### config.mk
export PLATFORM = sky130hd
export DESIGN_NAME = c64_key_matrix_flat
export DESIGN_NICKNAME = d
export VERILOG_FILES = /design/src/rtl/c64_key_matrix_if.sv /design/src/rtl/c64_key_matrix.sv /design/src/flat_wrapper.sv
export SDC_FILE = /design/constraint.sdc
export NUM_CORES = 1
export LEC_CHECK = 0
export ABC_AREA = 1
export BUFFER_PORTS_ARGS = -buffer_cell sky130_fd_sc_hd__buf_2
export CORE_UTILIZATION = 60
export CTS_CLUSTER_DIAMETER = 50
export DETAILED_ROUTE_END_ITERATION = 8
export PLACE_DENSITY = 0.87
export SYNTH_ARGS = -nofsm -noshare
export SYNTH_HDL_FRONTEND = slang
export SYNTH_SLANG_ARGS = --single-unit
### constraint.sdc
create_clock -name clk -period 5.2 [get_ports clk]
set_input_delay 1.04 -clock clk [delete_from_list [all_inputs] [get_ports clk]]
set_output_delay 1.04 -clock clk [all_outputs]
set_load 0.02 [all_outputs]
### src/rtl/c64_key_matrix_if.sv
// rtl/c64_key_matrix_if.sv - Companion key event, keymap lookup and CIA1 scan bundle
interface c64_key_matrix_if;
    logic       kbd_strobe;
    logic [7:0] kbd_data;
    logic       kbd_ready;
    logic [6:0] km_code;
    logic [1:0] km_shift_mod;
    logic [3:0] km_row;
    logic [2:0] km_column;
    logic [3:0] km_row_s;
    logic [2:0] km_column_s;
    logic [7:0] pa_i;
    logic [7:0] pb_i;
    logic [7:0] pb_o;
    logic [7:0] pa_o;

    // Event source, keymap and CIA1 side
    modport master (
        output kbd_strobe, kbd_data,
        output km_row, km_column, km_row_s, km_column_s,
        output pa_i, pb_i,
        input  kbd_ready, km_code, km_shift_mod,
        input  pb_o, pa_o
    );

    // Key matrix side
    modport slave (
        input  kbd_strobe, kbd_data,
        input  km_row, km_column, km_row_s, km_column_s,
        input  pa_i, pb_i,
        output kbd_ready, km_code, km_shift_mod,
        output pb_o, pa_o
    );
endinterface

### src/rtl/c64_key_matrix.sv
// rtl/c64_key_matrix.sv - C64 8x8 keyboard matrix fed by Companion key events, scanned by CIA1
module c64_key_matrix #(
    parameter int OUT_REG    = 1,
    parameter int TRACK_HELD = 1
) (
    input  logic                 clk,
    input  logic                 reset,
    c64_key_matrix_if.slave      kbd
);

    typedef enum logic [1:0] {
        ST_IDLE   = 2'd0,
        ST_LOOKUP = 2'd1,
        ST_APPLY  = 2'd2
    } state_t;

    state_t       state;
    state_t       state_nxt;

    logic [6:0]   km_code_q;
    logic         rel_q;
    logic [63:0]  phys;
    logic [63:0]  inj;
    logic [2:0]   inj_cnt;
    logic [127:0] held;
    logic         lshift_down;
    logic         rshift_down;

    logic         ready_c;
    logic         skip_event;
    logic         key_mapped;
    logic         shift_mapped;
    logic [5:0]   key_pos;
    logic [5:0]   shift_pos;
    logic [63:0]  k_eff;
    logic [7:0]   pb_c;
    logic [7:0]   pa_c;
    logic         col_hit;

    assign kbd.kbd_ready    = ready_c;
    assign kbd.km_code      = km_code_q;
    assign kbd.km_shift_mod = {rshift_down, lshift_down};

    // A repeated press or a release of a key that is not down is ignored when held tracking is on
    assign skip_event   = (TRACK_HELD != 0) && (held[km_code_q] != rel_q);
    assign key_mapped   = (kbd.km_row != 4'd8);
    assign shift_mapped = (kbd.km_row_s != 4'd8);
    assign key_pos      = {kbd.km_row[2:0], kbd.km_column};
    assign shift_pos    = {kbd.km_row_s[2:0], kbd.km_column_s};
    assign k_eff        = phys | inj;

    // State register
    always_ff @(posedge clk) begin
        if (reset) begin
            state <= ST_IDLE;
        end else begin
            state <= state_nxt;
        end
    end

    // Next state: accept one event in IDLE, give the keymap a cycle, then apply
    always_comb begin
        state_nxt = state;
        ready_c   = 1'b0;
        case (state)
            ST_IDLE: begin
                ready_c = 1'b1;
                if (kbd.kbd_strobe) begin
                    state_nxt = ST_LOOKUP;
                end
            end
            ST_LOOKUP: state_nxt = ST_APPLY;
            ST_APPLY:  state_nxt = ST_IDLE;
            default:   state_nxt = ST_IDLE;
        endcase
    end

    // Event latch and matrix/held/shift bookkeeping
    always_ff @(posedge clk) begin
        if (reset) begin
            km_code_q   <= '0;
            rel_q       <= 1'b0;
            phys        <= '0;
            inj         <= '0;
            inj_cnt     <= '0;
            held        <= '0;
            lshift_down <= 1'b0;
            rshift_down <= 1'b0;
        end else begin
            if (state == ST_IDLE && kbd.kbd_strobe) begin
                km_code_q <= kbd.kbd_data[6:0];
                rel_q     <= kbd.kbd_data[7];
            end
            if (state == ST_APPLY && !skip_event) begin
                held[km_code_q] <= ~rel_q;
                if (key_mapped) begin
                    phys[key_pos] <= ~rel_q;
                end
                if (shift_mapped) begin
                    if (!rel_q) begin
                        inj[shift_pos] <= 1'b1;
                        if (inj_cnt != 3'd7) begin
                            inj_cnt <= inj_cnt + 3'd1;
                        end
                    end else begin
                        // shift_mod may differ from press time, so the whole injection set goes at once
                        if (inj_cnt <= 3'd1) begin
                            inj_cnt <= 3'd0;
                            inj     <= '0;
                        end else begin
                            inj_cnt <= inj_cnt - 3'd1;
                        end
                    end
                end
                if (km_code_q == 7'h69) begin
                    lshift_down <= ~rel_q;
                end
                if (km_code_q == 7'h6D) begin
                    rshift_down <= ~rel_q;
                end
            end
        end
    end

    // Bidirectional scan: selected columns pull rows low, driven rows pull columns low
    always_comb begin
        pb_c    = '1;
        pa_c    = '1;
        col_hit = 1'b0;
        for (int r = 0; r < 8; r++) begin
            pb_c[r] = kbd.pb_i[r] & ~|(k_eff[r*8 +: 8] & ~kbd.pa_i);
        end
        for (int c = 0; c < 8; c++) begin
            col_hit = 1'b0;
            for (int r = 0; r < 8; r++) begin
                col_hit = col_hit | (k_eff[r*8 + c] & ~kbd.pb_i[r]);
            end
            pa_c[c] = kbd.pa_i[c] & ~col_hit;
        end
    end

    generate
        if (OUT_REG != 0) begin : g_out_reg
            logic [7:0] pb_q;
            logic [7:0] pa_q;

            // Registered scan outputs, released (all high) in reset
            always_ff @(posedge clk) begin
                if (reset) begin
                    pb_q <= 8'hFF;
                    pa_q <= 8'hFF;
                end else begin
                    pb_q <= pb_c;
                    pa_q <= pa_c;
                end
            end

            assign kbd.pb_o = pb_q;
            assign kbd.pa_o = pa_q;
        end else begin : g_out_comb
            assign kbd.pb_o = pb_c;
            assign kbd.pa_o = pa_c;
        end
    endgenerate

endmodule

### src/flat_wrapper.sv
// flat-port wrapper written by rule: the top's interface ports become plain ports
module c64_key_matrix_flat 
#(
    parameter int OUT_REG    = 1,
    parameter int TRACK_HELD = 1
)
  (clk, reset, kbd_kbd_strobe, kbd_kbd_data, kbd_km_row, kbd_km_column, kbd_km_row_s, kbd_km_column_s, kbd_pa_i, kbd_pb_i, kbd_kbd_ready, kbd_km_code, kbd_km_shift_mod, kbd_pb_o, kbd_pa_o);
  c64_key_matrix_if kbd_i ();
  input  logic clk;
  input  logic reset;
  input wire logic [$bits(kbd_i.kbd_strobe)-1:0] kbd_kbd_strobe;
  input wire logic [$bits(kbd_i.kbd_data)-1:0] kbd_kbd_data;
  input wire logic [$bits(kbd_i.km_row)-1:0] kbd_km_row;
  input wire logic [$bits(kbd_i.km_column)-1:0] kbd_km_column;
  input wire logic [$bits(kbd_i.km_row_s)-1:0] kbd_km_row_s;
  input wire logic [$bits(kbd_i.km_column_s)-1:0] kbd_km_column_s;
  input wire logic [$bits(kbd_i.pa_i)-1:0] kbd_pa_i;
  input wire logic [$bits(kbd_i.pb_i)-1:0] kbd_pb_i;
  output wire logic [$bits(kbd_i.kbd_ready)-1:0] kbd_kbd_ready;
  output wire logic [$bits(kbd_i.km_code)-1:0] kbd_km_code;
  output wire logic [$bits(kbd_i.km_shift_mod)-1:0] kbd_km_shift_mod;
  output wire logic [$bits(kbd_i.pb_o)-1:0] kbd_pb_o;
  output wire logic [$bits(kbd_i.pa_o)-1:0] kbd_pa_o;
  assign kbd_i.kbd_strobe = kbd_kbd_strobe;
  assign kbd_i.kbd_data = kbd_kbd_data;
  assign kbd_i.km_row = kbd_km_row;
  assign kbd_i.km_column = kbd_km_column;
  assign kbd_i.km_row_s = kbd_km_row_s;
  assign kbd_i.km_column_s = kbd_km_column_s;
  assign kbd_i.pa_i = kbd_pa_i;
  assign kbd_i.pb_i = kbd_pb_i;
  assign kbd_kbd_ready = kbd_i.kbd_ready;
  assign kbd_km_code = kbd_i.km_code;
  assign kbd_km_shift_mod = kbd_i.km_shift_mod;
  assign kbd_pb_o = kbd_i.pb_o;
  assign kbd_pa_o = kbd_i.pa_o;
  c64_key_matrix #(.OUT_REG(OUT_REG), .TRACK_HELD(TRACK_HELD)) u_core (.clk(clk), .reset(reset), .kbd(kbd_i));
endmodule
After elaboration in Yosys (flattened, before gate mapping)
Index checks and enable logic that the tools add are counted.

cells by class
  bitwise operators = 164
  order comparisons = 7
  divide/modulo/power cells = 0
  equal/unequal tests = 10
  reduce and logical (&&, ||, !) cells = 29
  add/subtract/negate cells = 2
  mux-type cells = 18
  multipliers = 0
  shift-type cells = 0

operator list
  cell                                                                count
  bitwise mux 128 bit                                                 1
  2-to-1 mux 64 bit                                                   2
  OR 64 bit                                                           2
  bitwise AND 1 bit                                                   80
  bitwise AND 8 bit                                                   8
  bitwise mux 64 bit                                                  1
  OR reduction 8 bit                                                  8
  OR 1 bit                                                            56
  NOT 1 bit                                                           17
  equality test 7 bit (second input constant)                         2
  less-than comparator 6 x 7 -> 1 bit (second input constant)         2
  demux 1 bit (select 6 bit)                                          2
  greater-or-equal comparator 6 x 1 -> 1 bit (second input constant)  2
  logical NOT 1 bit                                                   9
  2-to-1 mux 3 bit                                                    3
  less-than comparator 7 x 8 -> 1 bit (second input constant)         1
  != test 4 bit (second input constant)                               2
  NOT 8 bit                                                           1
  binary-select mux 1 bit (select 7 bit)                              1
  demux 1 bit (select 7 bit)                                          1
  greater-or-equal comparator 7 x 1 -> 1 bit (second input constant)  1
  AND reduction 2 bit                                                 3
  AND reduction 3 bit                                                 2
  logical AND 1 bit                                                   5
  other kinds (13)                                                    18

word-level totals
  memory bits (writable) = 0
  flip-flop bits (word level) = 287
  bits of input ports = 41
  memories = 0
  output and inout port bits = 26
  latch bits = 0
  ROM bits = 0

Longest topological paths before layout
  depth after elaboration = 11
  depth in mapped cells = 23

Least setup slack after synthesis
No wires, ideal clock.

  path kind = register to register
  start = reg u_core.km_code_q[0], in the netlist u_core.kbd.km_code[0]
  end = reg u_core.phys[14]
  arrival time = 2446 ps
  path slack = 2640 ps
  stages on the path, launching flop included = 19
  path through = dfxtp_1 buf_4 buf_2 nand2_1 o211ai_1 nand2_1 o21ai_1 nand2_1 nor2_1 nor2_1 nor2_2 nand3_1 nand3_1 buf_6 nor2_2 buf_4 buf_4 a21oi_1 nor2_1

between the ends
  longest elaborated chain between the ends = 6

RTL lines
  element                                 RTL line              RTL
  start, declared                         c64_key_matrix.sv:20  logic [6:0] km_code_q;
  start signal, assigned                  c64_key_matrix.sv:91  km_code_q <= kbd.kbd_data[6:0];
  binary-select mux 1 bit (select 7 bit)  c64_key_matrix.sv:45  assign skip_event = (TRACK_HELD != 0) && (held[km_code_q] != rel_q);
  2-to-1 mux 1 bit (not written as such)  c64_key_matrix.sv:45
  != test 1 bit                           c64_key_matrix.sv:45
  logical NOT 1 bit                       c64_key_matrix.sv:94  if (state == ST_APPLY && !skip_event) begin
  logical AND 1 bit                       c64_key_matrix.sv:94
  AND reduction 2 bit (no source line)    -
  end signal, assigned by index           c64_key_matrix.sv:97  phys[key_pos] <= ~rel_q;
  end, declared                           c64_key_matrix.sv:22  logic [63:0] phys;

Every way passes these cells. The select of a mux whose other input is x is not followed.
A chain may end at the register's enable or synchronous reset.

Final worst setup path
  start = reg u_core.km_code_q[0], in the netlist u_core.kbd.km_code[0]
  end = reg u_core.inj[58]

between the ends
  longest elaborated chain between the ends = 6

RTL lines
  element                                 RTL line               RTL
  binary-select mux 1 bit (select 7 bit)  c64_key_matrix.sv:45
  2-to-1 mux 1 bit (not written as such)  c64_key_matrix.sv:45
  != test 1 bit                           c64_key_matrix.sv:45
  logical NOT 1 bit                       c64_key_matrix.sv:94
  logical AND 1 bit                       c64_key_matrix.sv:94
  AND reduction 3 bit (no source line)    -
  end signal, assigned                    c64_key_matrix.sv:84   inj <= '0;
  end signal, assigned by index           c64_key_matrix.sv:101  inj[shift_pos] <= 1'b1;
  end signal, assigned                    c64_key_matrix.sv:109  inj <= '0;
  end, declared                           c64_key_matrix.sv:23   logic [63:0] inj;

Every way passes these cells. The select of a mux whose other input is x is not followed.

==> metrics.yaml <==
placed_design:
  gp_congestion: 1.043
  hpwl_um: 31530
  place_ws_ps: 1622
  port_buffers: 66
power:
  irDropWorstVdd_mv: 0.3117
  total_leakage_power_nw: 6.265
  powerDensity_nw_per_um2: 312.6
  p_total_mw: 5.162
routing:
  detail_route.vias_per_cell: 6.009
  ant_nets: 0
  vias: 16390
  first_pass_iters: 8
  wl_um: 48300
  wl_per_cell_um: 17.70
  drt-initial-drc-count: 2074
  drc: 0
timing:
  tightest_slew_ps: 1126
  relSlewSlack_pct: 24.69
  period_needed_ps: 3715
  grt_setup_unrepaired: "false"
  drv_slew: 0
  finalHoldWorstSlack_ps: 445.7
  setup_violations: 0
  setup_ws_ps: 1485
  max_freq_mhz: 269.2
  fin_skew_ps: 14.36
  hold_viol_final: 0
  fin_setup_tns_ps: 0
  fin_crit_sh_pct: 71.44
floorplanning:
  rows: 57
  io_pins: 67
  die_width_um: 160.7
  start_util_pct: 61.59
  dieArea_um2: 25820
  die_h_um: 160.7
  core_um2: 24530
layout:
  syn_to_final_growth_pct: 9.316
  layout_commonest_cell: "nand2_1"
  utilization_pct: 67.32
  layout_common_cells: "514 x nand2_1, 400 x nor2_1, 351 x a21oi_1"
  nets: 2423
  antenna_cells: 0
  drive_above_1_share_pct: 7.446
synth:
  synth_area_leaders: "dfxtp_1 38%, nand2_1 13%, a21oi_1 12%, nor2_1 10%, nand3_1 8.0%"
  synth_top_area_share_pct: 38.03
  synth.avg_cell_area_um2: 6.277
  synth_top_area_cell: "dfxtp_1"
  syn-num-nets: 2452
  syn_area_um2: 15110
  ys_seq_area_share_pct: 38.03
  yosys.cell_types.count: 30
  yosys_register_bits: 287
  ys_warn_count: 0
  postSynthCellCount: 2407
clock_tree:
  postCtsResizedCells: 0
  cts_sinks: 287
  numCtsBuffers: 36
  clk_latency_ps: 520
  htree_levels: 2
  cts_buffer_depth: 3
  cts_setup_buffers: 0
  cts_tree: "yes"
  clk_pin_slew_ps: 60
  ctsHoldBuffers: 0
  root_buffer: "clkbuf_16"
critical_path:
  worst-setup-path-type: "flip-flop to flip-flop"
  required_ps: 5640
  arrival_ps: 4150
  start_kind: "flip-flop"
  cp_max_fo: 63
  end_kind: "flip-flop"
grt:
  grt_pass1_wl_um: 75650
  grt_use_total_pct: 36.42
  antenna_found_initial: 0
  grt_pass1_vias: 14680
  grt_max_degree: 129
  gr-total-overflow: 0
job:
  maxCapViolCount: 0
min_path:
  hold_path.class: "flip-flop to flip-flop"
outcome:
  status: "finished clean"
==> where the power goes <==
part,total (mW),switching [mW],internal [mW]
Combinational,0.498,0.394,0.104
Clock,2.44,1.02,1.42
Sequential,2.23,0.0127,2.22
==> worst max-delay path, cell delays in order (launching register included) <==
cell,delay (ps)
dfxtp_2,320
inv_2,780
nand2_1,150
nand3_1,130
nand2_1,60
o21ai_1,140
nand2_1,70
nor2_1,140
nor2_1,80
nor2_1,190
nand3_1,200
nand3_1,250
nor2_4,50
nand2_1,60
nand2_2,390
buf_4,410
a21oi_1,160
==> layout make-up <==
cell class,count,area [um2]
flip-flops and latches,287,5751
clock inverters,21,181.4
inverters,256,965.9
multi-input cells,1702,7675
well taps,324,405.4
fillers,2183,8016
repair buffers,95,560.5
clock buffers,43,978.4
==> synth_stat cells, drive strengths merged <==
cell type / instances
buf: 84
o31ai: 2
or2: 2
nand2: 517
nor2: 413
a21oi: 351
o41ai: 13
ha: 4
nor3: 24
o22ai: 9
clkbuf: 78
o221ai: 1
nor4: 10
o211ai: 17
inv: 255
xnor2: 1
dfxtp: 287
nand3: 242
or4: 1
o21ai: 29
nand4: 66
clkinv: 1
==> sequential cells by signal, indices dropped and copies added (netlist names) <==
signal and cells:
u_core.held 128, u_core.inj 64, u_core.inj_cnt 3, u_core.kbd.km_code 7, u_core.kbd.pa_o 8, u_core.kbd.pb_o 8, u_core.lshift_down 1, u_core.phys 64
u_core.rel_q 1, u_core.rshift_down 1, u_core.state 2
==> per-stage QoR <==
stage | instances | area (um2)
2_1_floorplan | 2407 | 15110
6_report | 2728 | 16520
3_3_place_gp | 2664 | 15360
3_5_place_dp | 2664 | 15360
5_1_grt | 2728 | 16520
4_1_cts | 2728 | 16520
==> logic make-up (layout without fill, tap and decap cells) <==
logic type,after synthesis,count (layout),share of synthesized area (%)
simple gates,1275,1275,35.57
fa+ha+maj,4,4,0.3312
buf+inv,418,415,11.30
flops,287,287,38.03
xor+xnor,1,1,0.05798
compound gates,422,422,14.72
==> metal layers <==
metal | vias to the layer above | GRT usage, % | share of wire [%]
met2 | 944 | 60.27 | 46
met5 | - | 0 | 0
met3 | 233 | 5.553 | 8.7
li1 | 7726 | - | -
met1 | 7489 | 43.88 | 38
met4 | 0 | 24.31 | 7.4
==> path summary, 6_finish.rpt <==
check | from | end | slack [ps] | depth (start not counted)
hold reg to reg | u_core.held[23] | u_core.held[23] | 450 | 2
hold / removal | u_core.held[23] | u_core.held[23] | 450 | 2
setup reg to reg | u_core.kbd.km_code[0] | u_core.inj[58] | 1490 | 16
setup / recovery | u_core.kbd.km_code[0] | u_core.inj[58] | 1490 | 16
Power figures use the tool's default switching activity.
